### src/rtl/vga_plot_sequencer.sv
// Purpose: buffers pixel plot commands and full-screen clear requests, then
//   writes them to a VGA adapter at one pixel per cycle through a registered port.
// Latency: a command accepted at edge N into an empty FIFO is on vga_* with
//   vga_plot=1 during the cycle after edge N+2. A clear writes X_LIMIT*Y_LIMIT
//   pixels back to back.
// Backpressure: plot_ready falls when the FIFO is full, when a clear is pending,
//   or while the clear sweep runs. It never depends on a pop in the same cycle.
// Ports: clock, resetn (synchronous, active-low);
//   plot_valid/plot_ready/plot_x/plot_y/plot_color form the command handshake;
//   clear_start/clear_color request a clear; busy and range_error report status;
//   vga_x/vga_y/vga_color/vga_plot form the adapter write port.
module vga_plot_sequencer #(
  parameter int FIFO_DEPTH = 4,
  parameter int X_LIMIT    = 160,
  parameter int Y_LIMIT    = 120
) (
  input  logic        clock,
  input  logic        resetn,
  input  logic        plot_valid,
  output logic        plot_ready,
  input  logic [7:0]  plot_x,
  input  logic [6:0]  plot_y,
  input  logic [14:0] plot_color,
  input  logic        clear_start,
  input  logic [14:0] clear_color,
  output logic        busy,
  output logic        range_error,
  output logic [7:0]  vga_x,
  output logic [6:0]  vga_y,
  output logic [14:0] vga_color,
  output logic        vga_plot
);

  localparam int AW = (FIFO_DEPTH > 1) ? $clog2(FIFO_DEPTH) : 1;
  localparam int CW = AW + 1;

  typedef enum logic [1:0] {IDLE, DRAIN, CLEAR} state_t;

  state_t        state;
  state_t        state_nxt;

  // Command FIFO. Entries are packed {x, y, color}.
  logic [29:0]   mem [FIFO_DEPTH];
  logic [AW-1:0] wr_ptr;
  logic [AW-1:0] rd_ptr;
  logic [CW-1:0] count;
  logic          fifo_empty;
  logic          fifo_full;
  logic          push;
  logic          pop;
  logic [29:0]   rd_dat;
  logic [7:0]    rd_x;
  logic [6:0]    rd_y;
  logic          in_range;

  // Clear sequencing
  logic          clr_pend;
  logic          clr_wr;      // the pixel now on vga_* belongs to a clear sweep
  logic [7:0]    cx;
  logic [6:0]    cy;
  logic [14:0]   clr_col;
  logic          last_px;
  logic          enter_clear;

  assign fifo_empty = (count == '0);
  assign fifo_full  = (count == CW'(FIFO_DEPTH));
  assign plot_ready = !fifo_full && !clr_pend && (state != CLEAR);
  assign push       = plot_valid && plot_ready;

  assign rd_dat   = mem[rd_ptr];
  assign rd_x     = rd_dat[29:22];
  assign rd_y     = rd_dat[21:15];
  assign in_range = (int'(rd_x) < X_LIMIT) && (int'(rd_y) < Y_LIMIT);

  assign last_px     = (cx == 8'(X_LIMIT - 1)) && (cy == 7'(Y_LIMIT - 1));
  assign enter_clear = (state != CLEAR) && (state_nxt == CLEAR);

  // The clear write on vga_* lags the CLEAR state by one cycle. clr_wr keeps
  // busy high through the final write, so busy falls in the cycle after it.
  assign busy = !fifo_empty || clr_pend || (state == CLEAR) || clr_wr;

  // Next state and pop. The FIFO is drained before a pending clear starts, so a
  // plot accepted together with clear_start is plotted first.
  always_comb begin
    state_nxt = state;
    pop       = 1'b0;
    case (state)
      IDLE: begin
        if (!fifo_empty)   state_nxt = DRAIN;
        else if (clr_pend) state_nxt = CLEAR;
      end
      DRAIN: begin
        if (!fifo_empty)   pop       = 1'b1;
        else if (clr_pend) state_nxt = CLEAR;
        else               state_nxt = IDLE;
      end
      CLEAR: begin
        if (last_px)       state_nxt = IDLE;
      end
      default:             state_nxt = IDLE;
    endcase
  end

  always_ff @(posedge clock) begin
    if (!resetn) state <= IDLE;
    else         state <= state_nxt;
  end

  // FIFO storage does not need a reset. It is only read behind a non-zero count.
  always_ff @(posedge clock) begin
    if (push) mem[wr_ptr] <= {plot_x, plot_y, plot_color};
  end

  always_ff @(posedge clock) begin
    if (!resetn) begin
      wr_ptr <= '0;
      rd_ptr <= '0;
      count  <= '0;
    end else begin
      if (push) wr_ptr <= wr_ptr + 1'b1;
      if (pop)  rd_ptr <= rd_ptr + 1'b1;
      case ({push, pop})
        2'b10:   count <= count + 1'b1;
        2'b01:   count <= count - 1'b1;
        default: count <= count;
      endcase
    end
  end

  // A clear request made while one is pending or running is ignored.
  always_ff @(posedge clock) begin
    if (!resetn) begin
      clr_pend <= 1'b0;
    end else if (enter_clear) begin
      clr_pend <= 1'b0;
    end else if (clear_start && (state != CLEAR)) begin
      clr_pend <= 1'b1;
    end
  end

  // Sweep counters. x runs fastest. The fill colour is captured on entry.
  always_ff @(posedge clock) begin
    if (!resetn) begin
      cx      <= '0;
      cy      <= '0;
      clr_col <= '0;
    end else if (enter_clear) begin
      cx      <= '0;
      cy      <= '0;
      clr_col <= clear_color;
    end else if (state == CLEAR) begin
      if (cx == 8'(X_LIMIT - 1)) begin
        cx <= '0;
        cy <= cy + 1'b1;
      end else begin
        cx <= cx + 1'b1;
      end
    end
  end

  // Registered adapter port. Coordinates and colour hold whenever vga_plot=0.
  always_ff @(posedge clock) begin
    if (!resetn) begin
      vga_x       <= '0;
      vga_y       <= '0;
      vga_color   <= '0;
      vga_plot    <= 1'b0;
      clr_wr      <= 1'b0;
      range_error <= 1'b0;
    end else begin
      vga_plot <= 1'b0;
      clr_wr   <= 1'b0;
      if (pop) begin
        if (in_range) begin
          vga_x     <= rd_x;
          vga_y     <= rd_y;
          vga_color <= rd_dat[14:0];
          vga_plot  <= 1'b1;
        end else begin
          range_error <= 1'b1;
        end
      end else if (state == CLEAR) begin
        vga_x     <= cx;
        vga_y     <= cy;
        vga_color <= clr_col;
        vga_plot  <= 1'b1;
        clr_wr    <= 1'b1;
      end
    end
  end

endmodule

### config.mk
export PLATFORM = sky130hd
export DESIGN_NAME = vga_plot_sequencer
export DESIGN_NICKNAME = d
export VERILOG_FILES = /design/src/rtl/vga_plot_sequencer.sv
export SDC_FILE = /design/constraint.sdc
export NUM_CORES = 1
export LEC_CHECK = 0
export BUFFER_PORTS_ARGS = -buffer_cell sky130_fd_sc_hd__buf_2
export CAP_MARGIN = 20
export CORE_MARGIN = 3
export CORE_UTILIZATION = 62
export CTS_BUF_LIST = sky130_fd_sc_hd__clkbuf_16
export DETAILED_ROUTE_END_ITERATION = 7
export HOLD_SLACK_MARGIN = 0.06
export PLACE_DENSITY = 0.92
export SLEW_MARGIN = 0
export SYNTH_ARGS = -nofsm -noshare
export SYNTH_HDL_FRONTEND = slang
export SYNTH_SLANG_ARGS = --single-unit
### constraint.sdc
create_clock -name clock -period 5.6 [get_ports clock]
set_input_delay 0 -clock clock [delete_from_list [all_inputs] [get_ports clock]]
set_output_delay 0 -clock clock [all_outputs]
set_load 0.02 [all_outputs]
==> key figures <==
Worst setup path
  • Reg2Reg Setup Slack: 2.68 ns
  • CP Data Required Time: 5.96 ns
  • CP most frequent cell: a21oi_4
  • Worst EP arrival: 3.28 ns
  • Largest stage delay, worst path: 0.82 ns
  • CP cell instances: mux4_1, o21ai_2, a21oi_4, a21oi_4, o221a_1
  • Crit path launch type: flip-flop
  • Cell family with most CP delay: compound AO/OA/AOI/OAI gates
  • CP bufs+invs: 0
  • Crit path kind: flip-flop to flip-flop
  • CP max FO: 31
  • CP max-delay cell: a21oi_4
  • Kind of end point of the critical path: flip-flop

Timing
  • Unrepaired setup endpoints after global routing: false
  • Clk_skew: 0.0150 ns
  • Setup Viol. Count Final: 0
  • Slew headroom: 0.343
  • Crit share post-route: 0.522
  • Setup TNS: 0 ns
  • Fin. max-slew vios: 0
  • Setup ws final: 2.68 ns
  • Final hold vios: 0
  • Worst Max-Slew Pin Slew: 0.984 ns
  • Maximum clock frequency: 0.342 GHz
  • Tmin final: 2.92 ns

Floorplanning
  • Core area: 11,700 µm²
  • Io pins: 83
  • Initial Util: 0.647
  • DIE AREA: 13,500 µm²
  • Die W: 116 µm
  • Cell Rows: 39
  • Die Ht: 116 µm

Detailed routing
  • DRT Pass-1 Iters: 5
  • Final WL: 18,200 µm
  • Via density: 6.44
  • Via count: 4,740
  • ANT nets after route: 0
  • Residual DRC: 0
  • DRT iter0 DRCs: 557
  • Per-cell routed wire length: 24.8 µm

Power and ir drop
  • Comb power frac: 0.266
  • Power share of the sequential group: 0.470
  • Switching Fraction: 0.321
  • P_leak: 3.23 nW
  • P per Cell Area: 462 nW/µm²
  • Clock Power Share: 0.264
  • Int Pwr: 2.82 mW
  • VDD IR-drop max: 0.000297 V
  • Sw Pwr: 1.33 mW

Synth
  • Ys flop type: edfxtp_1
  • Post-synthesis net count: 509
  • Distinct cells, synth: 48
  • Sequential fraction of the synthesis area: 0.677
  • Post-Syn Instances: 452
  • Warnings, synthesis: 0
  • Cell Area, Synth: 7540 µm²
  • Synth Register Bits: 195
  • Post-synth EDFFs: 120
  • Async S/R FF share, synth: 0
  • Syn Area/Cell: 16.7 µm²

Run
  • Max-capacitance violation count: 0

Placement
  • HPWL Detailed: 10,200 µm
  • Gpl congestion: 0.872
  • Dpl ws: 2.77 ns
  • Number of port buffers: 82

Finish
  • Antenna cells: 0
  • Nets@finish: 637
  • Layout overhead on the synthesized area: 19.0%
  • Share of layout cells above drive strength 1: 0.273

Global routing
  • M1 GR Usage: 0.358
  • Met2 usage: 0.463
  • All-Layer GR Usage: 0.286
  • Global-route wire length before repair: 28,100 µm
  • Initial antenna violation count: 1
  • GR Layer Usage met3: 0.0855
  • Gr busiest metal: met2
  • Vias in the first global route: 4,900
  • Largest net degree at the start of global routing: 45
  • GRT overflow: 0

Outcome
  • Status: finished, final reports clean

Clock network
  • Root Driver: clkbuf_16
  • CTS clk-pin slew, worst paths: 0.07 ns
  • CTS tree: yes
  • Worst-Skew Late Latency: 0.43 ns
  • H-tree depth: 4
  • Post-CTS resize count: 0
  • Hold-fix buffers, CTS: 46
  • Clock Path Buffers: 2
  • Postcts setup bufs: 0
  • Num CTS Buffers: 17
  • CTS sink cnt: 195

Min path
  • Hold Crit Class: input pin to flip-flop
## worst register-to-register path, stage by stage (launching register included)
cell     delay, ns
dfxtp_2       0.52
mux4_1        0.64
o21ai_2       0.25
a21oi_4       0.25
a21oi_4       0.83
o221a_1       0.37
## metrics by stage
step	area (µm²)	utilization	instances	power [mW]	hold slack [ns]
2_1_floorplan	7540	-	452	2.68	0.0989
3_3_place_gp	7990	0.685	657	2.92	0.210
3_5_place_dp	8000	0.686	658	3.00	0.217
4_1_cts	8980	0.770	736	4.11	0.106
5_1_grt	8980	0.770	736	4.29	0.115
6_report	8980	0.770	736	4.15	0.124
## layer usage
metal	up-vias	part of all wire	wire length (µm)
met5	-	0.00082	15
met4	2	0.036	648
met3	59	0.089	1630
met2	277	0.51	9270
met1	2356	0.37	6670
li1	2046	-	-
## power groups by stage
stage	Clock [mW]	Sequential, mW	Combinational, mW
4_1_cts	1.09	1.94	1.08
3_5_place_dp	0	1.97	1.04
2_1_floorplan	0	2.04	0.634
6_report	1.10	1.95	1.10
5_1_grt	1.16	1.96	1.16
3_3_place_gp	0	1.94	0.977
## sequential cells by signal (all words and copies together) (netlist names), named ones only
| register | count |
|---|---|
| clr_col | 15 |
| clr_pend | 1 |
| clr_wr | 1 |
| count | 3 |
| cx | 8 |
| cy | 7 |
| mem | 120 |
| range_error | 1 |
| rd_ptr | 2 |
| state | 2 |
| vga_color | 15 |
| vga_plot | 1 |
| vga_x | 8 |
| vga_y | 7 |
| wr_ptr | 2 |
## Yosys cell counts, drive strengths merged, types with 5 or more instances
library cell  instances  area share
edfxtp              120        0.48
dfxtp                75        0.20
mux4                 30       0.091
o221a                29       0.043
o22a                 27       0.032
nor2                 24       0.012
buf                  16       0.017
a22o                 15       0.017
nand2                11      0.0055
xnor2                10       0.012
and2                  9      0.0075
inv                   9      0.0045
xor2                  8      0.0093
a21oi                 7      0.0076
and3                  7      0.0058
clkbuf                7      0.0035
ha                    7       0.012
o21ai                 6      0.0045
nand4                 5      0.0061
## kinds of logic (layout without fill, tap and decap cells)
| kind of cell | Yosys count | in the layout | synth area share |
|---|---|---|---|
| multiplexers | 32 | 32 | 0.0932 |
| buffers and inverters | 38 | 179 | 0.0325 |
| AO/OA/AOI/OAI | 90 | 90 | 0.112 |
| AND/OR/NAND/NOR | 71 | 71 | 0.0507 |
| flip-flops | 195 | 195 | 0.677 |
| XOR/XNOR | 18 | 18 | 0.0209 |
| adder cells (fa/ha/maj) | 8 | 8 | 0.0143 |
## layout by cell type (no fill, tap or decap), drive strengths merged, types with 5 or more instances in the layout
cell type | netlist | layout
o221a | 29 | 29
dfxtp | 75 | 75
nand4 | 5 | 5
nand2 | 11 | 11
inv | 9 | 16
clkbuf | 7 | 17
and2 | 9 | 9
and3 | 7 | 7
ha | 7 | 7
edfxtp | 120 | 120
clkinv | 0 | 8
xnor2 | 10 | 10
o21ai | 6 | 6
a22o | 15 | 15
dlygate4sd3 | 4 | 46
o22a | 27 | 27
a21oi | 7 | 7
buf | 16 | 92
xor2 | 8 | 8
nor2 | 24 | 24
mux4 | 30 | 30
## final cells by class
class / count / area, µm²
tap: 143 / 179
multi-input combinational: 219 / 2190
sequential: 195 / 5110
fill: 566 / 2690
clock buffer: 17 / 425
timing repair buffer: 138 / 943
clock inverter: 15 / 93.8
inverter: 9 / 33.8
## final timing paths
check                                start             to  depth (start not counted)
worst max-delay path             flip-flop  vga_color[13]                          5
worst min-delay path            plot_valid      wr_ptr[1]                          4
worst max register to register   flip-flop  vga_color[13]                          5
worst min register to register    vga_y[5]       vga_y[5]                          1
No activity file was read; power rests on OpenSTA's default activity.
